<file path="src/rtl/hpi_bus_master_if.sv">
// Bundle of the CPU-side request/response port and the CY7C67200 HPI pins.
// The master modport is the hpi_bus_master view; slave is the environment view.
interface hpi_bus_master_if #(
  parameter int DATA_W = 16,
  parameter int ADDR_W = 2
);
  logic              req_valid;
  logic              req_ready;
  logic              req_write;
  logic [ADDR_W-1:0] req_addr;
  logic [DATA_W-1:0] req_wdata;
  logic              rsp_valid;
  logic [DATA_W-1:0] rsp_rdata;
  logic              chip_reset_req;
  logic              busy;
  logic [ADDR_W-1:0] otg_hpi_address;
  logic              otg_hpi_cs;
  logic              otg_hpi_r;
  logic              otg_hpi_w;
  logic              otg_hpi_reset;
  logic [DATA_W-1:0] otg_hpi_data_in;
  logic [DATA_W-1:0] otg_hpi_data_out;
  logic              otg_hpi_data_oe;

  modport master (
    input  req_valid, req_write, req_addr, req_wdata, chip_reset_req, otg_hpi_data_in,
    output req_ready, rsp_valid, rsp_rdata, busy,
    output otg_hpi_address, otg_hpi_cs, otg_hpi_r, otg_hpi_w, otg_hpi_reset,
    output otg_hpi_data_out, otg_hpi_data_oe
  );

  modport slave (
    output req_valid, req_write, req_addr, req_wdata, chip_reset_req, otg_hpi_data_in,
    input  req_ready, rsp_valid, rsp_rdata, busy,
    input  otg_hpi_address, otg_hpi_cs, otg_hpi_r, otg_hpi_w, otg_hpi_reset,
    input  otg_hpi_data_out, otg_hpi_data_oe
  );
endinterface

</file>
<file path="src/rtl/hpi_bus_master.sv">
// HPI master for the CY7C67200: one outstanding request at a time, timed
// setup/strobe/hold phases on the HPI pins, and a timed controller reset pulse.
// Every output is a flop; pin values are computed from the next state.
module hpi_bus_master #(
  parameter int DATA_W     = 16,
  parameter int ADDR_W     = 2,
  parameter int SETUP_CYC  = 2,
  parameter int STROBE_CYC = 4,
  parameter int HOLD_CYC   = 2,
  parameter int RST_CYC    = 16,
  parameter int CNT_W      = 8
) (
  input logic              clk_clk,
  input logic              reset_reset_n,
  hpi_bus_master_if.master bus
);

  typedef enum logic [2:0] {IDLE, SETUP, STROBE, HOLD, RESP, CHIPRST} state_t;

  localparam logic [CNT_W-1:0] SETUP_LOAD  = CNT_W'(SETUP_CYC - 1);
  localparam logic [CNT_W-1:0] STROBE_LOAD = CNT_W'(STROBE_CYC - 1);
  localparam logic [CNT_W-1:0] HOLD_LOAD   = CNT_W'(HOLD_CYC - 1);
  localparam logic [CNT_W-1:0] RST_LOAD    = CNT_W'(RST_CYC - 1);
  localparam logic [CNT_W-1:0] CNT_ONE     = CNT_W'(1);

  if (SETUP_CYC < 1 || SETUP_CYC > (1 << CNT_W)) begin : g_bad_setup
    $error("hpi_bus_master: SETUP_CYC out of range");
  end
  if (STROBE_CYC < 1 || STROBE_CYC > (1 << CNT_W)) begin : g_bad_strobe
    $error("hpi_bus_master: STROBE_CYC out of range");
  end
  if (HOLD_CYC < 1 || HOLD_CYC > (1 << CNT_W)) begin : g_bad_hold
    $error("hpi_bus_master: HOLD_CYC out of range");
  end
  if (RST_CYC < 1 || RST_CYC > (1 << CNT_W)) begin : g_bad_rst
    $error("hpi_bus_master: RST_CYC out of range");
  end

  state_t            state_q, state_d;
  logic [CNT_W-1:0]  cnt_q, cnt_d;
  logic              pending_q, pending_d;
  logic              write_q, write_d;
  logic              accept;
  logic              drive_d;

  logic              req_ready_q;
  logic              rsp_valid_q;
  logic [DATA_W-1:0] rsp_rdata_q;
  logic              busy_q;
  logic [ADDR_W-1:0] addr_q;
  logic [DATA_W-1:0] data_out_q;
  logic              cs_q;
  logic              r_q;
  logic              w_q;
  logic              reset_q;
  logic              oe_q;

  assign bus.req_ready        = req_ready_q;
  assign bus.rsp_valid        = rsp_valid_q;
  assign bus.rsp_rdata        = rsp_rdata_q;
  assign bus.busy             = busy_q;
  assign bus.otg_hpi_address  = addr_q;
  assign bus.otg_hpi_data_out = data_out_q;
  assign bus.otg_hpi_cs       = cs_q;
  assign bus.otg_hpi_r        = r_q;
  assign bus.otg_hpi_w        = w_q;
  assign bus.otg_hpi_reset    = reset_q;
  assign bus.otg_hpi_data_oe  = oe_q;

  // Next-state, phase counter, sticky reset request and latched direction.
  always_comb begin
    state_d = state_q;
    cnt_d   = cnt_q;
    accept  = 1'b0;
    case (state_q)
      IDLE: begin
        if (pending_q || bus.chip_reset_req) begin
          state_d = CHIPRST;
          cnt_d   = RST_LOAD;
        end else if (bus.req_valid && req_ready_q) begin
          accept  = 1'b1;
          state_d = SETUP;
          cnt_d   = SETUP_LOAD;
        end
      end
      SETUP: begin
        if (cnt_q == '0) begin
          state_d = STROBE;
          cnt_d   = STROBE_LOAD;
        end else begin
          cnt_d = cnt_q - CNT_ONE;
        end
      end
      STROBE: begin
        if (cnt_q == '0) begin
          state_d = HOLD;
          cnt_d   = HOLD_LOAD;
        end else begin
          cnt_d = cnt_q - CNT_ONE;
        end
      end
      HOLD: begin
        if (cnt_q == '0) begin
          state_d = RESP;
          cnt_d   = '0;
        end else begin
          cnt_d = cnt_q - CNT_ONE;
        end
      end
      RESP: begin
        if (pending_q || bus.chip_reset_req) begin
          state_d = CHIPRST;
          cnt_d   = RST_LOAD;
        end else begin
          state_d = IDLE;
        end
      end
      CHIPRST: begin
        if (cnt_q == '0) begin
          state_d = IDLE;
        end else begin
          cnt_d = cnt_q - CNT_ONE;
        end
      end
      default: begin
        state_d = IDLE;
        cnt_d   = '0;
      end
    endcase

    // Clearing on entry to CHIPRST takes priority: a request arriving in the
    // same cycle is the one being serviced.
    pending_d = pending_q;
    if (state_d == CHIPRST && state_q != CHIPRST) begin
      pending_d = 1'b0;
    end else if (bus.chip_reset_req && state_q != IDLE) begin
      pending_d = 1'b1;
    end

    write_d = accept ? bus.req_write : write_q;
    drive_d = (state_d == SETUP) || (state_d == STROBE) || (state_d == HOLD);
  end

  // State register and registered outputs derived from the next state.
  always_ff @(posedge clk_clk) begin
    if (!reset_reset_n) begin
      state_q     <= IDLE;
      cnt_q       <= '0;
      pending_q   <= 1'b0;
      write_q     <= 1'b0;
      req_ready_q <= 1'b0;
      rsp_valid_q <= 1'b0;
      rsp_rdata_q <= '0;
      busy_q      <= 1'b0;
      addr_q      <= '0;
      data_out_q  <= '0;
      cs_q        <= 1'b1;
      r_q         <= 1'b1;
      w_q         <= 1'b1;
      reset_q     <= 1'b1;
      oe_q        <= 1'b0;
    end else begin
      state_q     <= state_d;
      cnt_q       <= cnt_d;
      pending_q   <= pending_d;
      write_q     <= write_d;
      req_ready_q <= (state_d == IDLE) && !pending_d;
      rsp_valid_q <= (state_d == RESP);
      busy_q      <= (state_d != IDLE) || pending_d;
      cs_q        <= !drive_d;
      r_q         <= !((state_d == STROBE) && !write_d);
      w_q         <= !((state_d == STROBE) && write_d);
      reset_q     <= (state_d != CHIPRST);
      oe_q        <= drive_d && write_d;
      if (accept) begin
        addr_q     <= bus.req_addr;
        data_out_q <= bus.req_wdata;
      end
      if (state_q == STROBE && state_d == HOLD && !write_q) begin
        rsp_rdata_q <= bus.otg_hpi_data_in;
      end
    end
  end

endmodule
</file>
<file path="src/flat_wrapper.sv">
// flat-port wrapper written by rule: the top's interface ports become plain ports
module hpi_bus_master_flat 
#(
  parameter int DATA_W     = 16,
  parameter int ADDR_W     = 2,
  parameter int SETUP_CYC  = 2,
  parameter int STROBE_CYC = 4,
  parameter int HOLD_CYC   = 2,
  parameter int RST_CYC    = 16,
  parameter int CNT_W      = 8
)
  (clk_clk, reset_reset_n, bus_req_valid, bus_req_write, bus_req_addr, bus_req_wdata, bus_chip_reset_req, bus_otg_hpi_data_in, bus_req_ready, bus_rsp_valid, bus_rsp_rdata, bus_busy, bus_otg_hpi_address, bus_otg_hpi_cs, bus_otg_hpi_r, bus_otg_hpi_w, bus_otg_hpi_reset, bus_otg_hpi_data_out, bus_otg_hpi_data_oe);
  hpi_bus_master_if #(.DATA_W(DATA_W), .ADDR_W(ADDR_W)) bus_i ();
  input logic clk_clk;
  input logic reset_reset_n;
  input wire logic [$bits(bus_i.req_valid)-1:0] bus_req_valid;
  input wire logic [$bits(bus_i.req_write)-1:0] bus_req_write;
  input wire logic [$bits(bus_i.req_addr)-1:0] bus_req_addr;
  input wire logic [$bits(bus_i.req_wdata)-1:0] bus_req_wdata;
  input wire logic [$bits(bus_i.chip_reset_req)-1:0] bus_chip_reset_req;
  input wire logic [$bits(bus_i.otg_hpi_data_in)-1:0] bus_otg_hpi_data_in;
  output wire logic [$bits(bus_i.req_ready)-1:0] bus_req_ready;
  output wire logic [$bits(bus_i.rsp_valid)-1:0] bus_rsp_valid;
  output wire logic [$bits(bus_i.rsp_rdata)-1:0] bus_rsp_rdata;
  output wire logic [$bits(bus_i.busy)-1:0] bus_busy;
  output wire logic [$bits(bus_i.otg_hpi_address)-1:0] bus_otg_hpi_address;
  output wire logic [$bits(bus_i.otg_hpi_cs)-1:0] bus_otg_hpi_cs;
  output wire logic [$bits(bus_i.otg_hpi_r)-1:0] bus_otg_hpi_r;
  output wire logic [$bits(bus_i.otg_hpi_w)-1:0] bus_otg_hpi_w;
  output wire logic [$bits(bus_i.otg_hpi_reset)-1:0] bus_otg_hpi_reset;
  output wire logic [$bits(bus_i.otg_hpi_data_out)-1:0] bus_otg_hpi_data_out;
  output wire logic [$bits(bus_i.otg_hpi_data_oe)-1:0] bus_otg_hpi_data_oe;
  assign bus_i.req_valid = bus_req_valid;
  assign bus_i.req_write = bus_req_write;
  assign bus_i.req_addr = bus_req_addr;
  assign bus_i.req_wdata = bus_req_wdata;
  assign bus_i.chip_reset_req = bus_chip_reset_req;
  assign bus_i.otg_hpi_data_in = bus_otg_hpi_data_in;
  assign bus_req_ready = bus_i.req_ready;
  assign bus_rsp_valid = bus_i.rsp_valid;
  assign bus_rsp_rdata = bus_i.rsp_rdata;
  assign bus_busy = bus_i.busy;
  assign bus_otg_hpi_address = bus_i.otg_hpi_address;
  assign bus_otg_hpi_cs = bus_i.otg_hpi_cs;
  assign bus_otg_hpi_r = bus_i.otg_hpi_r;
  assign bus_otg_hpi_w = bus_i.otg_hpi_w;
  assign bus_otg_hpi_reset = bus_i.otg_hpi_reset;
  assign bus_otg_hpi_data_out = bus_i.otg_hpi_data_out;
  assign bus_otg_hpi_data_oe = bus_i.otg_hpi_data_oe;
  hpi_bus_master #(.DATA_W(DATA_W), .ADDR_W(ADDR_W), .SETUP_CYC(SETUP_CYC), .STROBE_CYC(STROBE_CYC), .HOLD_CYC(HOLD_CYC), .RST_CYC(RST_CYC), .CNT_W(CNT_W)) u_core (.clk_clk(clk_clk), .reset_reset_n(reset_reset_n), .bus(bus_i));
endmodule
</file>
<file path="config.mk">
export PLATFORM = sky130hd
export DESIGN_NAME = hpi_bus_master_flat
export DESIGN_NICKNAME = d
export VERILOG_FILES = /design/src/rtl/hpi_bus_master_if.sv /design/src/rtl/hpi_bus_master.sv /design/src/flat_wrapper.sv
export SDC_FILE = /design/constraint.sdc
export NUM_CORES = 1
export LEC_CHECK = 0
export BUFFER_PORTS_ARGS = -buffer_cell sky130_fd_sc_hd__buf_2
export CORE_MARGIN = 2
export CORE_UTILIZATION = 44
export CTS_CLUSTER_DIAMETER = 80
export CTS_CLUSTER_SIZE = 25
export DETAILED_ROUTE_END_ITERATION = 7
export PLACE_DENSITY_LB_ADDON = 0.05
export SYNTH_ARGS = -nofsm -noshare
export SYNTH_HDL_FRONTEND = slang
export SYNTH_SLANG_ARGS = --single-unit
</file>
<file path="constraint.sdc">
create_clock -name clk_clk -period 2.1 [get_ports clk_clk]
set_clock_uncertainty 0.1 [all_clocks]
set_input_delay 0.105 -clock clk_clk [delete_from_list [all_inputs] [get_ports clk_clk]]
set_output_delay 0.105 -clock clk_clk [all_outputs]
set_load 0.02 [all_outputs]
</file>
# After elaboration in Yosys (flattened, before gate mapping)
# Cells that the tools add are included.
[op_classes]
add_sub_neg = 1
mux = 22
eq_ne = 15
n_reduce_logical = 25
[op_table]
columns = ["cell", "n"]
rows = [
  ["$mux 8", 7],
  ["$pmux 8 s6", 1],
  ["$mux 3", 7],
  ["$pmux 3 s6", 1],
  ["$eq 3x2->1 const B", 4],
  ["$eq 3x3->1 const B", 4],
  ["$logic_and 1x1->1", 9],
  ["$logic_not 8->1", 1],
  ["$sub 8x1->8 const B", 1],
  ["$eq 3x1->1 const B", 2],
  ["$logic_not 1->1", 6],
  ["$logic_not 3->1", 2],
  ["$mux 1", 6],
  ["$ne 3x3->1 const B", 2],
  ["$reduce_bool 3->1", 2],
  ["$logic_or 1x1->1", 4],
  ["$ne 3x1->1 const B", 1],
  ["$reduce_and 3->1", 1],
  ["$ne 2x1->1 const B", 1],
  ["$ne 2x2->1 const B", 1],
]
[word_totals]
output_inout_bits = 42
wordCells = 78
register_bits = 55
inputBits = 39

# Depth between registers and ports, before layout
[logic_depth]
depth_word = 9
mapped_depth = 8
mapped_depth_nobuf = 6

# Worst setup path after synthesis
# Ideal clock, no wire load.
[synth_path]
path_kind = "reg-to-reg"
from = "reg u_core.cnt_q[0]"
to = "reg u_core.req_ready_q (netlist: u_core.bus.req_ready)"
n_path_buf = 0
arrival_ns = 1.947
path_stages_with_launch = 7
t_required_ns = 1.941
slack_ns = -0.007
synth_period_minus_slack_ns = 2.107
setup_ns = 0.059
path_cell_list = "dfxtp_1 inv_1 ha_1 or3b_2 or4_2 a31oi_1 and2_1"
[synth_between]
elab_chain_len = 8
word_cells_on_any_way = 12
cone_classes = "eq/ne: 1; mux: 6; reduce/logical: 5"
[synth_rtl]
columns = ["element", "line", "source"]
rows = [
  ["start: declaration", "hpi_bus_master.sv:40", "logic [CNT_W-1:0] cnt_q, cnt_d;"],
  ["start signal: assignment", "hpi_bus_master.sv:164", "cnt_q <= cnt_d;"],
  ["$logic_not 8->1 *", "n/a", ""],
  ["$mux 3, on equally long branches", "n/a", ""],
  ["$pmux 3 s6 *", "hpi_bus_master.sv:75", "case (state_q)"],
  ["$eq 3x3->1", "hpi_bus_master.sv:134", "if (state_d == CHIPRST && state_q != CHIPRST) begin"],
  ["$logic_and 1x1->1", "hpi_bus_master.sv:134", ""],
  ["$mux 1", "hpi_bus_master.sv:134", ""],
  ["$logic_not 1->1", "hpi_bus_master.sv:167", "req_ready_q <= (state_d == IDLE) && !pending_d;"],
  ["$logic_and 1x1->1 *", "hpi_bus_master.sv:167", ""],
  ["end signal: assignment", "hpi_bus_master.sv:167", ""],
  ["end: declaration", "hpi_bus_master.sv:46", "logic req_ready_q;"],
]
# Every way passes the cells marked *; elsewhere a longest branch is shown, timed or not.
# A chain may end at the register's enable or synchronous reset.

# Worst setup path after layout
[layout_path]
from = "reg u_core.cnt_q[3]"
to = "reg u_core.cnt_q[7]"
[layout_between]
elab_chain_len = 3
word_cells_on_any_way = 9
cone_classes = "add/sub: 1; eq/ne: 1; mux: 5; reduce/logical: 2"
[layout_rtl]
columns = ["element", "line", "source"]
rows = [
  ["$sub 8x1->8 or $logic_not 8->1 (tied branches)", "n/a", ""],
  ["$mux 8, or another cell as far along", "hpi_bus_master.sv:119", "if (cnt_q == '0) begin"],
  ["$pmux 8 s6 or $reduce_and 3->1 (tied branches)", "n/a", ""],
]
# Several ways; a longest one is shown, not always the timed one. The select of a mux whose other input is x is not followed.

==> PnR_summary.wiki <==
{| class="wikitable"
! Metric !! Value
|-
| Status || completed
|-
| Slew Limit Headroom || 63.1%
|-
| Highest net fanout along the worst path || 6
|-
| Routed WL per cell || 13.3 µm
|-
| Total Power || 3.22 mW
|-
| Final cell count without fillers || 476
|-
| Number of clock sinks seen by CTS || 55
|-
| All-layer global routing usage || 21.7%
|-
| Endpoint kind of the worst setup timing path || flop
|-
| Async set or reset register ratio after synthesis || 0%
|-
| Commonest cells after routing, fill and taps aside || 80 x sky130_fd_sc_hd__buf_2, 79 x sky130_fd_sc_hd__nand2_1, 52 x sky130_fd_sc_hd__dfxtp_1
|-
| Number of antenna violations at the first check in global routing || 0
|-
| Minimum clock period after layout || 2.06 ns
|-
| Via total after detailed routing || roughly 2400
|-
| Iteration-0 DRC count of the detailed router || approximately 120
|-
| Number of different library cells in the post-synthesis netlist || 48
|-
| Actual slew at the worst max-slew pin || 0.552 ns
|-
| Fraction of the cycle the final worst path needs || 98.1%
|-
| Routed metal-1 wirelength || 2850 µm
|-
| Worst-Skew Late Latency || 0.32 ns
|-
| Worst Hold Slack || around 0.067 ns
|-
| Number of antenna cells inserted || 0
|-
| Pins Over Slew Limit || 0
|-
| Final setup violation count || 0
|-
| Number of enable-type register cells in the synthesized netlist || 0
|-
| Areal power density over the cells || 962 nW/µm²
|-
| Leak pwr || 1.43 nW
|-
| Placeable Area || 5070 µm²
|-
| Buffer type at the clock tree root || sky130_fd_sc_hd__clkbuf_8
|-
| Crit path required time || 2.25 ns
|-
| Worst EP arrival || about 2.2 ns
|-
| Net count after synthesis || 322
|-
| Critical Path Source Type || flop
|-
| Setup Total Neg Slack || 0 ns
|-
| Leading cell type in the layout, fill and taps excluded || sky130_fd_sc_hd__buf_2
|-
| Met2 wire length || 3050 µm
|-
| Layout cell share with drive strength beyond 1 || 31.3%
|-
| Wire length of the first global-routing pass || 10400 µm
|-
| Number of remaining DRC errors || 0
|-
| Gate count after technology mapping || 281
|-
| Wire length on met3 || 340 µm
|-
| Final hold viol count || 0
|-
| Initial cell density of the core || 45.6%
|-
| Die width || 76.5 µm
|-
| Area of all placed cells without fillers || 3350 µm²
|-
| Drt pass-1 iters || 4
|-
| Highest metal layer used by the detailed router || met4
|-
| Die Span Y || 76.5 µm
|-
| Final routed wirelength across all metal layers || 6340 µm
|-
| Seq/Total Area, Yosys || 47.6%
|-
| Rows || 26
|-
| Total die area || 5850 µm²
|-
| Maximum count of clock buffers along a single path || 2
|-
| Vias per inst || 5.08
|-
| Maximum number of pins on one net before global-route repair || 20
|-
| Post-synthesis register bit count || 55
|-
| Class of the most critical hold timing path || input port to flop
|-
| Placement-stage cell area || 2860 µm²
|-
| H-tree depth || 2
|-
| Number of buffers created by CTS || 5
|-
| Number of nets in the layout || 446
|-
| Yosys warnings || 0
|-
| Area growth syn-to-layout || 44.9%
|-
| Congestion Overflow GR || 0
|-
| Peak Freq || 486 MHz
|-
| Vias in the first global route || around 2300
|-
| Estimated wirelength of the detail-placed design || 4000 µm
|-
| Number of nets with antenna violations after routing || 0
|-
| Primary flip-flop cell chosen by synthesis mapping || sky130_fd_sc_hd__dfxtp_1
|-
| Path type of the worst setup path || flop to flop
|-
| Number of placed instances, taps included || 433
|-
| Clock slew at the register clock pins of the worst setup and hold paths || 0.11 ns
|-
| Max-cap violations || 0
|-
| Synth Cell Area || 2310 µm²
|-
| Number of placed I/O pins || 81
|-
| Synthesized area per cell || 8.23 µm²
|-
| CTS tree || built
|-
| VDD IR-drop max || 0.000668 V
|-
| Last weighted congestion value of the routability-driven placer || 0.890
|-
| Port Buffers || 80
|}
layer usage:
layer	up-vias	GRT usage, %
met5	-	0
met1	1100	27.0
met2	77	37.3
met3	13	4.74
met4	0	7.09
li1	1229	-
what timing repair did:
item	in CTS	in global routing
endpoints found under the setup margin	0	8
resized for setup	0	12
endpoints found under the hold margin	35	0
hold buffers	35	0
setup buffers	0	0
cell type report:
type | count | area, µm²
multi-input cells | 203 | 1140
well taps | 70 | 87.6
inverters | 5 | 18.8
fillers | 440 | 1720
flip-flops and latches | 55 | 1110
clock buffers | 5 | 68.8
repair buffers | 135 | 901
clock inverters | 3 | 23.8
critical path, cell delays in order (launching register included):
cell and delay [ns]:
sky130_fd_sc_hd__dfxtp_4 0.38, sky130_fd_sc_hd__or4_4 0.53, sky130_fd_sc_hd__or4_1 0.43, sky130_fd_sc_hd__or4_1 0.44
sky130_fd_sc_hd__a21oi_2 0.13
stage by stage:
| step | util [%] | worst slack [ns] |
|---|---|---|
| 2_1_floorplan | - | 0.113 |
| 3_3_place_gp | 56.4 | 0.105 |
| 3_5_place_dp | 56.4 | 0.0677 |
| 4_1_cts | 65.1 | 0.0370 |
| 5_1_grt | 66.0 | -0.00781 |
| 6_report | 66.0 | 0.0406 |
logic make-up (layout without fill, tap and decap cells):
group	count (synthesis)	after routing	share of synthesized area, %
buffers and inverters	23	148	4.82
multiplexers	1	1	0.433
AND/OR/NAND/NOR	129	129	27.7
AO/OA/AOI/OAI	69	69	17.6
adder cells (fa/ha/maj)	2	2	1.08
XOR/XNOR	2	2	0.758
flip-flops	55	55	47.6
path summary, 6_finish.rpt:
kind	startpoint	endpoint	slack [ns]	cells past startpoint
min reg2reg	u_core.bus.rsp_rdata[15]$_SDFFE_PN0P_	u_core.bus.rsp_rdata[15]$_SDFFE_PN0P_	0.35	2
max	u_core.cnt_q[3]$_SDFFE_PN0P_	u_core.cnt_q[7]$_SDFFE_PN0P_	0.04	4
min	bus_req_write	u_core.write_q$_SDFF_PN0_	0.07	4
max reg2reg	u_core.cnt_q[3]$_SDFFE_PN0P_	u_core.cnt_q[7]$_SDFFE_PN0P_	0.04	4
registers in the layout, summed over array words and instances, names as in the netlist:
signal	flops
u_core.bus.otg_hpi_reset	1
u_core.bus.otg_hpi_address	2
u_core.bus.otg_hpi_cs	1
u_core.bus.otg_hpi_w	1
u_core.bus.rsp_valid	1
u_core.bus.req_ready	1
u_core.state_q	3
u_core.bus.rsp_rdata	16
u_core.bus.otg_hpi_data_oe	1
u_core.bus.busy	1
u_core.bus.otg_hpi_r	1
u_core.cnt_q	8
u_core.pending_q	1
u_core.bus.otg_hpi_data_out	16
u_core.write_q	1
cell usage after synthesis, types with 2 or more instances:
library cell	instances	area share (%)
sky130_fd_sc_hd__or3b_2	2	0.76
sky130_fd_sc_hd__or2_2	2	0.54
sky130_fd_sc_hd__nor4_1	3	0.81
sky130_fd_sc_hd__dfxtp_1	55	48
sky130_fd_sc_hd__o2111ai_1	2	0.76
sky130_fd_sc_hd__nor3b_1	2	0.65
sky130_fd_sc_hd__or4_2	2	0.76
sky130_fd_sc_hd__o211ai_1	3	0.97
sky130_fd_sc_hd__and3_1	2	0.54
sky130_fd_sc_hd__a31oi_1	2	0.54
sky130_fd_sc_hd__clkbuf_1	12	1.9
sky130_fd_sc_hd__ha_1	2	1.1
sky130_fd_sc_hd__nand3_1	4	0.87
sky130_fd_sc_hd__nand2_1	79	13
sky130_fd_sc_hd__o41ai_1	2	0.76
sky130_fd_sc_hd__or4_1	5	1.6
sky130_fd_sc_hd__or4_4	2	0.97
sky130_fd_sc_hd__o31ai_1	4	1.3
sky130_fd_sc_hd__o21ai_0	5	1.1
sky130_fd_sc_hd__buf_4	2	0.65
sky130_fd_sc_hd__nor2_1	10	1.6
sky130_fd_sc_hd__a21oi_1	44	9.5
sky130_fd_sc_hd__and2_1	2	0.54
sky130_fd_sc_hd__nand4_1	4	1.1
sky130_fd_sc_hd__nor4b_1	2	0.76
sky130_fd_sc_hd__inv_1	5	0.81
where the power goes:
part           internal, mW  switching, mW  leakage [nW]
sequential             1.18          0.103         0.447
clock                 0.241          0.365        0.0461
combinational         0.593          0.746         0.936
Note: power is estimated with default switching activity, not from simulation.
